## config.mk

```make
export PLATFORM = sky130hd
export DESIGN_NAME = icache_responder
export DESIGN_NICKNAME = d
export VERILOG_FILES = /design/src/rtl/rv32i_types.sv /design/src/rtl/icache_array.sv /design/src/rtl/icache_responder.sv
export SDC_FILE = /design/constraint.sdc
export NUM_CORES = 2
export LEC_CHECK = 0
export ABC_AREA = 1
export BUFFER_PORTS_ARGS = -buffer_cell sky130_fd_sc_hd__buf_4
export CAP_MARGIN = 25
export CORE_ASPECT_RATIO = 0.8
export CORE_MARGIN = 8
export CORE_UTILIZATION = 50
export DETAILED_ROUTE_END_ITERATION = 8
export GPL_TIMING_DRIVEN = 0
export MAX_ROUTING_LAYER = met4
export PLACE_DENSITY = 0.69
export SLEW_MARGIN = 20
export SYNTH_ARGS = -nofsm -noshare
export SYNTH_HDL_FRONTEND = slang
export SYNTH_SLANG_ARGS = --single-unit
export TNS_END_PERCENT = 30
```

## constraint.sdc

```tcl
create_clock -name clk -period 30.5 [get_ports clk]
set_clock_uncertainty 0.2 [all_clocks]
set_input_delay 3.05 -clock clk [delete_from_list [all_inputs] [get_ports clk]]
set_output_delay 3.05 -clock clk [all_outputs]
set_load 0.01 [all_outputs]
```

## src/rtl/rv32i_types.sv

```systemverilog
// rv32i_types: shared RV32I types plus the instruction-cache state and line types
package rv32i_types;
  typedef logic [31:0] rv32i_word;
  typedef enum logic {CHECK, FILL} icache_state_t;
  typedef logic [255:0] icache_line_t;
endpackage

```

## src/rtl/icache_array.sv

```systemverilog
// icache_array: valid/tag/data storage with synchronous write and asynchronous read
module icache_array
  import rv32i_types::*;
#(
  parameter int NUM_SETS = 8,
  localparam int S = $clog2(NUM_SETS),
  localparam int T = 27 - S
) (
  input  logic         clk,
  input  logic         reset,
  input  logic         i_we,
  input  logic [S-1:0] i_windex,
  input  logic [T-1:0] i_wtag,
  input  icache_line_t i_wline,
  input  logic [S-1:0] i_rindex,
  output logic         o_valid,
  output logic [T-1:0] o_tag,
  output icache_line_t o_line
);
  logic [NUM_SETS-1:0] r_valid;
  logic [T-1:0]        r_tag  [NUM_SETS];
  icache_line_t        r_data [NUM_SETS];
  // valid bits: reset invalidates every line, a fill validates its set
  always_ff @(posedge clk)
    if (reset) r_valid <= '0;
    else if (i_we) r_valid[i_windex] <= 1'b1;
  // tag and line payload need no reset because valid guards them
  always_ff @(posedge clk)
    if (i_we) begin
      r_tag[i_windex]  <= i_wtag;
      r_data[i_windex] <= i_wline;
    end
  assign o_valid = r_valid[i_rindex];
  assign o_tag   = r_tag[i_rindex];
  assign o_line  = r_data[i_rindex];
endmodule

```

## src/rtl/icache_responder.sv

```systemverilog
// icache_responder: read-only direct-mapped icache, same-cycle hits, single-burst line fills
module icache_responder
  import rv32i_types::*;
#(
  parameter int NUM_SETS = 8,
  localparam int S = $clog2(NUM_SETS),
  localparam int T = 27 - S
) (
  input  logic         clk,
  input  logic         reset,
  input  logic         mem_read,
  input  logic [31:0]  mem_address,
  output logic [31:0]  mem_rdata,
  output logic         mem_resp,
  output logic         pmem_read,
  output logic [31:0]  pmem_address,
  input  logic [255:0] pmem_rdata,
  input  logic         pmem_resp
);
  icache_state_t r_state;
  logic [26:0]   r_fill_addr;
  logic          w_valid;
  logic [T-1:0]  w_tag;
  icache_line_t  w_line;
  logic          w_hit;
  logic          w_miss;
  logic          w_we;
  logic          w_unused;
  assign w_unused = ^mem_address[1:0];
  assign w_hit    = w_valid && (w_tag == mem_address[31:S+5]);
  assign w_miss   = (r_state == CHECK) && mem_read && !w_hit;
  assign w_we     = !reset && (r_state == FILL) && pmem_resp;
  icache_array #(.NUM_SETS(NUM_SETS)) u_array (
    .clk      (clk),
    .reset    (reset),
    .i_we     (w_we),
    .i_windex (r_fill_addr[S-1:0]),
    .i_wtag   (r_fill_addr[26:S]),
    .i_wline  (pmem_rdata),
    .i_rindex (mem_address[S+4:5]),
    .o_valid  (w_valid),
    .o_tag    (w_tag),
    .o_line   (w_line)
  );
  // CHECK waits for a miss and latches its line address; FILL holds until pmem answers
  always_ff @(posedge clk)
    if (reset) begin
      r_state     <= CHECK;
      r_fill_addr <= '0;
    end else begin
      r_state <= (r_state == CHECK) ? (w_miss ? FILL : CHECK) : (pmem_resp ? CHECK : FILL);
      if (w_miss) r_fill_addr <= mem_address[31:5];
    end
  // outputs are gated by reset so nothing leaks out during the reset cycle
  always_comb begin
    mem_resp     = !reset && (r_state == CHECK) && mem_read && w_hit;
    mem_rdata    = mem_resp ? w_line[{mem_address[4:2], 5'b0} +: 32] : 32'h0;
    pmem_read    = !reset && (r_state == FILL);
    pmem_address = pmem_read ? {r_fill_addr, 5'b0} : 32'h0;
  end
endmodule

```

Word level (Yosys, flattened, before mapping):

Memories as Yosys holds them, arrays and structs flattened.
Cells that the tools add are included.

* bitwise logic cells: 2
* order comparisons: 3
* reductions and logical operators: 11
* eq/ne operators: 1
* muxes and demuxes: 11
* shift operators: 1

Operators with widths (number)
* $shiftx A256 B9 Y32: 1
* $mux W32: 2
* $eq A24 B24 Y1: 1
* $logic_and A1 B1 Y1: 9
* $lt A3 B4 Y1 const B: 2
* $or A8 B8 Y8: 1
* $mux W1: 7
* $bmux W1 S3: 1
* $demux W1 S3: 1
* $ge A3 B1 Y1 const B: 1
* $logic_not A1 Y1: 2
* $not A1 Y1: 1

* RAM bits: 2240
* bits of input ports: 292
* memories kept: 2
* logic and storage cells: 34
* register bits: 36

Memories
* u_array.r_data: depth 8, bits a word 256, rd ports 1, clocked after memory_dff 0, wr ports 1, RTL line icache_array.sv:22 `icache_line_t r_data [NUM_SETS];`
* u_array.r_tag: depth 8, bits a word 24, rd ports 1, clocked after memory_dff 0, wr ports 1, RTL line icache_array.sv:21 `logic [T-1:0] r_tag [NUM_SETS];`

Depth between registers and ports, before layout:

* depth in word-level cells: 7
* mapped depth: 19
* depth with buffers taken out: 16

Modules after synthesis:

Synthesis repeated with hierarchy kept, for this count alone.

* cells, all modules: 10591
* area total of the unflattened synthesis: 101805.1 um^2

Modules (own cells, without submodules)
* icache_array: area an instance 97477.2 um^2, cells an instance 9748, instances 1
* icache_responder: area an instance 4327.9 um^2, cells an instance 843, instances 1

Worst setup path after synthesis:

OpenSTA, ideal clock, no wires.

* kind: input to register
* start: input reset
* end: memory u_array.r_data[0][0] (netlist bit), enable pin
* data required time: 28690 ps
* data arrival time: 29933 ps
* path slack: -1242 ps
* buffers on the path: 0
* stages on the path: 3
* cells stage by stage: nor2_1 > nand2_1 > nor4_1

* cells in the longest elaborated chain, start to end: 5

RTL lines
* from (decl): RTL line icache_responder.sv:10 `input logic reset,`
* $logic_not A1 Y1: RTL line icache_responder.sv:32 `assign w_we = !reset && (r_state == FILL) && pmem_resp;`
* $logic_and A1 B1 Y1 (2 in series): RTL line icache_responder.sv:32
* $mux W1: RTL line icache_array.sv:29 `if (i_we) begin`
* $mux W1 (not written as such): RTL line icache_array.sv:31 `r_data[i_windex] <= i_wline;`
* to (decl): RTL line icache_array.sv:22

Every way passes these cells.

Worst setup path after layout:

* start: input mem_address[7]
* end: output mem_rdata[21]

* cells in the longest elaborated chain, start to end: 5

RTL lines
* from (decl): RTL line icache_responder.sv:12 `input logic [31:0] mem_address,`
* branches (longest 4 deep; another with $mem_v2 Z8 W256)
* $mux W32 *: RTL line icache_responder.sv:57 `mem_rdata = mem_resp ? w_line[{mem_address[4:2], 5'b0} +: 32] : 32'h0;`
* to (decl): RTL line icache_responder.sv:13 `output logic [31:0] mem_rdata,`

Every way passes the cells marked *. The select of a mux whose other input is x is not followed.

==> reports/qor.csv <==
stage;metric;value;unit
routing;drtPass1Iterations;7;
timing;slew_violations;0;
finish;area_growth_syn_to_layout;17.13;%
power_and_ir_drop;p_comb_share;7.5;%
synth;netlist_top_cells_area;edfxtp_1 (74%), nand2_1 (7.3%), nand3_1 (6.0%);
finish;final_util;58.77;%
cts;clkSinkCount;2276;
routing;vias_per_cell;6.152;
timing;min_period;11.21;ns
hold_path;holdPathEnd;u_array.r_valid[6];
synth;ys_ff_latch;2276;
placed_design;dpl-instance-area;99490;um2
finish;fin_nets;8619;
floorplanning;die_h;397.7;um
floorplanning;core_area;181500;um2
timing;setup_viol_count_final;0;
power_and_ir_drop;sw_frac_of_total;23.76;%
finish;final_cells;11020;
worst_setup_path;r2r-start;r_state;
synth;yosysTopAreaCell;edfxtp_1;
finish;filler_cell_count;14440;
timing;max_freq;89.23;MHz
cts;tritoncts;done;
cts;root_buffer;clkbuf_16;
worst_setup_path;arrival;7.96;ns
synth;netlist_area;91060;um2
cts;hold_buffers;0;
placed_design;dp.cells;10520;
finish;multi_input_area;20300;um2
global_route;track_usage;32.97;%
floorplanning;dieArea;196100;um2
synth;ys_seq_area_share;74.66;%
power_and_ir_drop;p_int;0.005032;W
global_route;grt_pass1_vias;62860;
timing;finalSetupTns;0;ns
placed_design;hpwlAfterDp;233.8;mm
worst_setup_path;critPathMaxFanout;10;
hold_path;hold_path_startpoint;u_array.r_valid[6];
placed_design;gp_congestion;1.048;
global_route;antenna_found_initial;104;
cts;cts_buffers;214;
synth;synth_compound_area_share;6.848;%
synth;yosys.cell_count.top_type;edfxtp_1;
synth;syn_inst;7337;
synth;ys_warn_count;0;
finish;fin_area;106700;um2
routing;drtAntennaViolNets;0;
global_route;grt_start_max_net_pins;66;
floorplanning;row_count;140;
synth;synth.avg_cell_area;12.41;um2
power_and_ir_drop;switching_power;0.001568;W
cts;htreeDepth;4;
global_route;overflow;0;
timing;rsz0062_at_grt;no;
timing;fin_crit_sh;36.74;%
job;drv_cap;0;
synth;synthArstFlopShare;0;%
finish;final-seq-area;67990;um2
synth;synth_edf_count;2240;
synth;muxShareOfSynthArea;0;%
power_and_ir_drop;powerDensity;61.88;nW/um2
worst_setup_path;r2r_slack;25.76;ns
worst_setup_path;r2r_cells;17;
hold_path;hold_path_class;register to register;
synth;synth-simple-area-share;15.38;%
routing;wire_per_inst;29.57;um
routing;dr_total_vias;67790;
timing;tightest_slew;1.240;ns
synth;synthDistinctLibCells;30;
floorplanning;initial_core_util;50.18;%
synth;ys_top_cells_by_count;edfxtp_1 (2,240), nand2_1 (1,761), nand3_1 (1,098);
synth;synth_top_area_share;73.87;%
timing;hold_viol;0;
routing;drtIter0Drc;11200;
power_and_ir_drop;seqPwrFrac;52.5;%
timing;slew_headroom;16.44;%
synth;synth_ff_type;edfxtp_1;
worst_setup_path;cp.required;27.25;ns
floorplanning;pin_count;358;
power_and_ir_drop;pwr-share-clk;39.9;%
cts;cts_buffer_depth;3;
synth;synth-xor-area-share;0;%
hold_path;holdPathStages;2;
worst_setup_path;r2r_end;u_array.r_data[1][16];
placed_design;portBuffers;347;
cts;path_clk_slew;0.06;ns
worst_setup_path;worstSetupEndpointType;output port;
outcome;status;completed;
routing;wl;325.8;mm
worst_setup_path;startpoint_type;input pin;
global_route;grt_pass1_wl;453.0;mm
synth;synth_top_family_by_area;simple AND/OR/NAND/NOR gates;
floorplanning;die_x;493.1;um
cts;cts-resized-gates;0;
worst_setup_path;path_class;input pin to output port;
synth;yosys.area_share.adder;0;%
routing;post-route-drc-count;0;
power_and_ir_drop;ir_worst_vdd;59.17;uV
power_and_ir_drop;p_leak;38.74;nW
finish;layout-drive-gt1-share;15.53;%
cts;postCtsSetupRepairBufs;0;
cts;insertion_delay;0.86;ns
[worst max-delay path by stage]
stage / from / to / slack (ns) / cells past startpoint
after floorplan: reset / u_array.r_data[0][0] / -1.24 / 3
after global placement: reset / u_array.r_data[3][16] / -28.30 / 4
after detailed placement: mem_address[7] / mem_rdata[21] / 19.33 / 13
after CTS: mem_address[7] / mem_rdata[21] / 19.31 / 13
after global routing: mem_address[7] / mem_rdata[21] / 19.57 / 14
final: mem_address[7] / mem_rdata[21] / 19.29 / 14
[layout by cell type (no fill, tap or decap), drive strengths merged, types with 15 or more instances in the layout]
cell and count:
o211ai 59, bufinv 17, clkinv 104, edfxtp 2240, clkbuf 468, a21oi 333
a22o 63, buf 1063, nor2 478, dfxtp 36, o21ai 459, inv 144
a221o 15, nand3 1099, nand2 1761, o221ai 48, a221oi 75, diode 106
[power groups by stage]
stage	Combinational, W	Sequential (W)	Clock [W]
6_report	0.000498	0.00347	0.00263
5_1_grt	0.000516	0.00347	0.00275
4_1_cts	0.000473	0.00347	0.00264
3_5_place_dp	0.000471	0.00353	0
3_3_place_gp	0.000455	0.00356	0
2_1_floorplan	0.000218	0.00355	0
[cell families after synthesis]
family,after synthesis
simple gates,3353
flops,2276
compound gates,1060
buf+inv,647
other cells,1
[flip-flops by register name, indices dropped and copies added, names as in the netlist]
signal           cells
r_fill_addr         27
r_state              1
u_array.r_data    2048
u_array.r_tag      192
u_array.r_valid      8
[metal layers]
| metal | wire length (um) | GRT usage, % |
|---|---|---|
| met3 | 46770 | 10.75 |
| met4 | 20050 | 18.90 |
| met2 | 141800 | 46.48 |
| met1 | 117200 | 42.05 |
| met5 | 0 | - |
[layout make-up]
class | instances | area share (%)
clock buffers | 255 | 5.235
plain buffers | 506 | 2.161
flip-flops and latches | 2276 | 63.74
well taps | 2414 | 2.832
clock inverters | 134 | 1.140
multi-input cells | 4418 | 19.04
inverters | 141 | 0.5056
repair buffers | 770 | 5.098
diodes | 106 | 0.2487
[through the flow]
stage / power (W) / hold slack, ns / worst slack [ns]
floorplan: 0.003764 / 0.2402 / -1.243
global placement: 0.004019 / 0.2502 / -28.30
detailed placement: 0.004006 / 0.2567 / 19.33
CTS: 0.006577 / 0.2710 / 19.31
global route: 0.006733 / 0.3093 / 19.57
finish: 0.006600 / 0.2665 / 19.29
[worst max-delay path: stages]
cell	delay [ns]
buf_2	0.17
clkinv_1	0.30
buf_4	0.35
buf_2	0.43
buf_2	0.76
clkbuf_1	0.27
buf_6	0.24
nand3_1	0.10
nand3_1	0.13
o21ai_0	0.24
o211ai_1	0.88
nand2_1	0.13
nor2_1	0.61
buf_4	0.24
No activity file was read; power rests on OpenSTA's default activity.
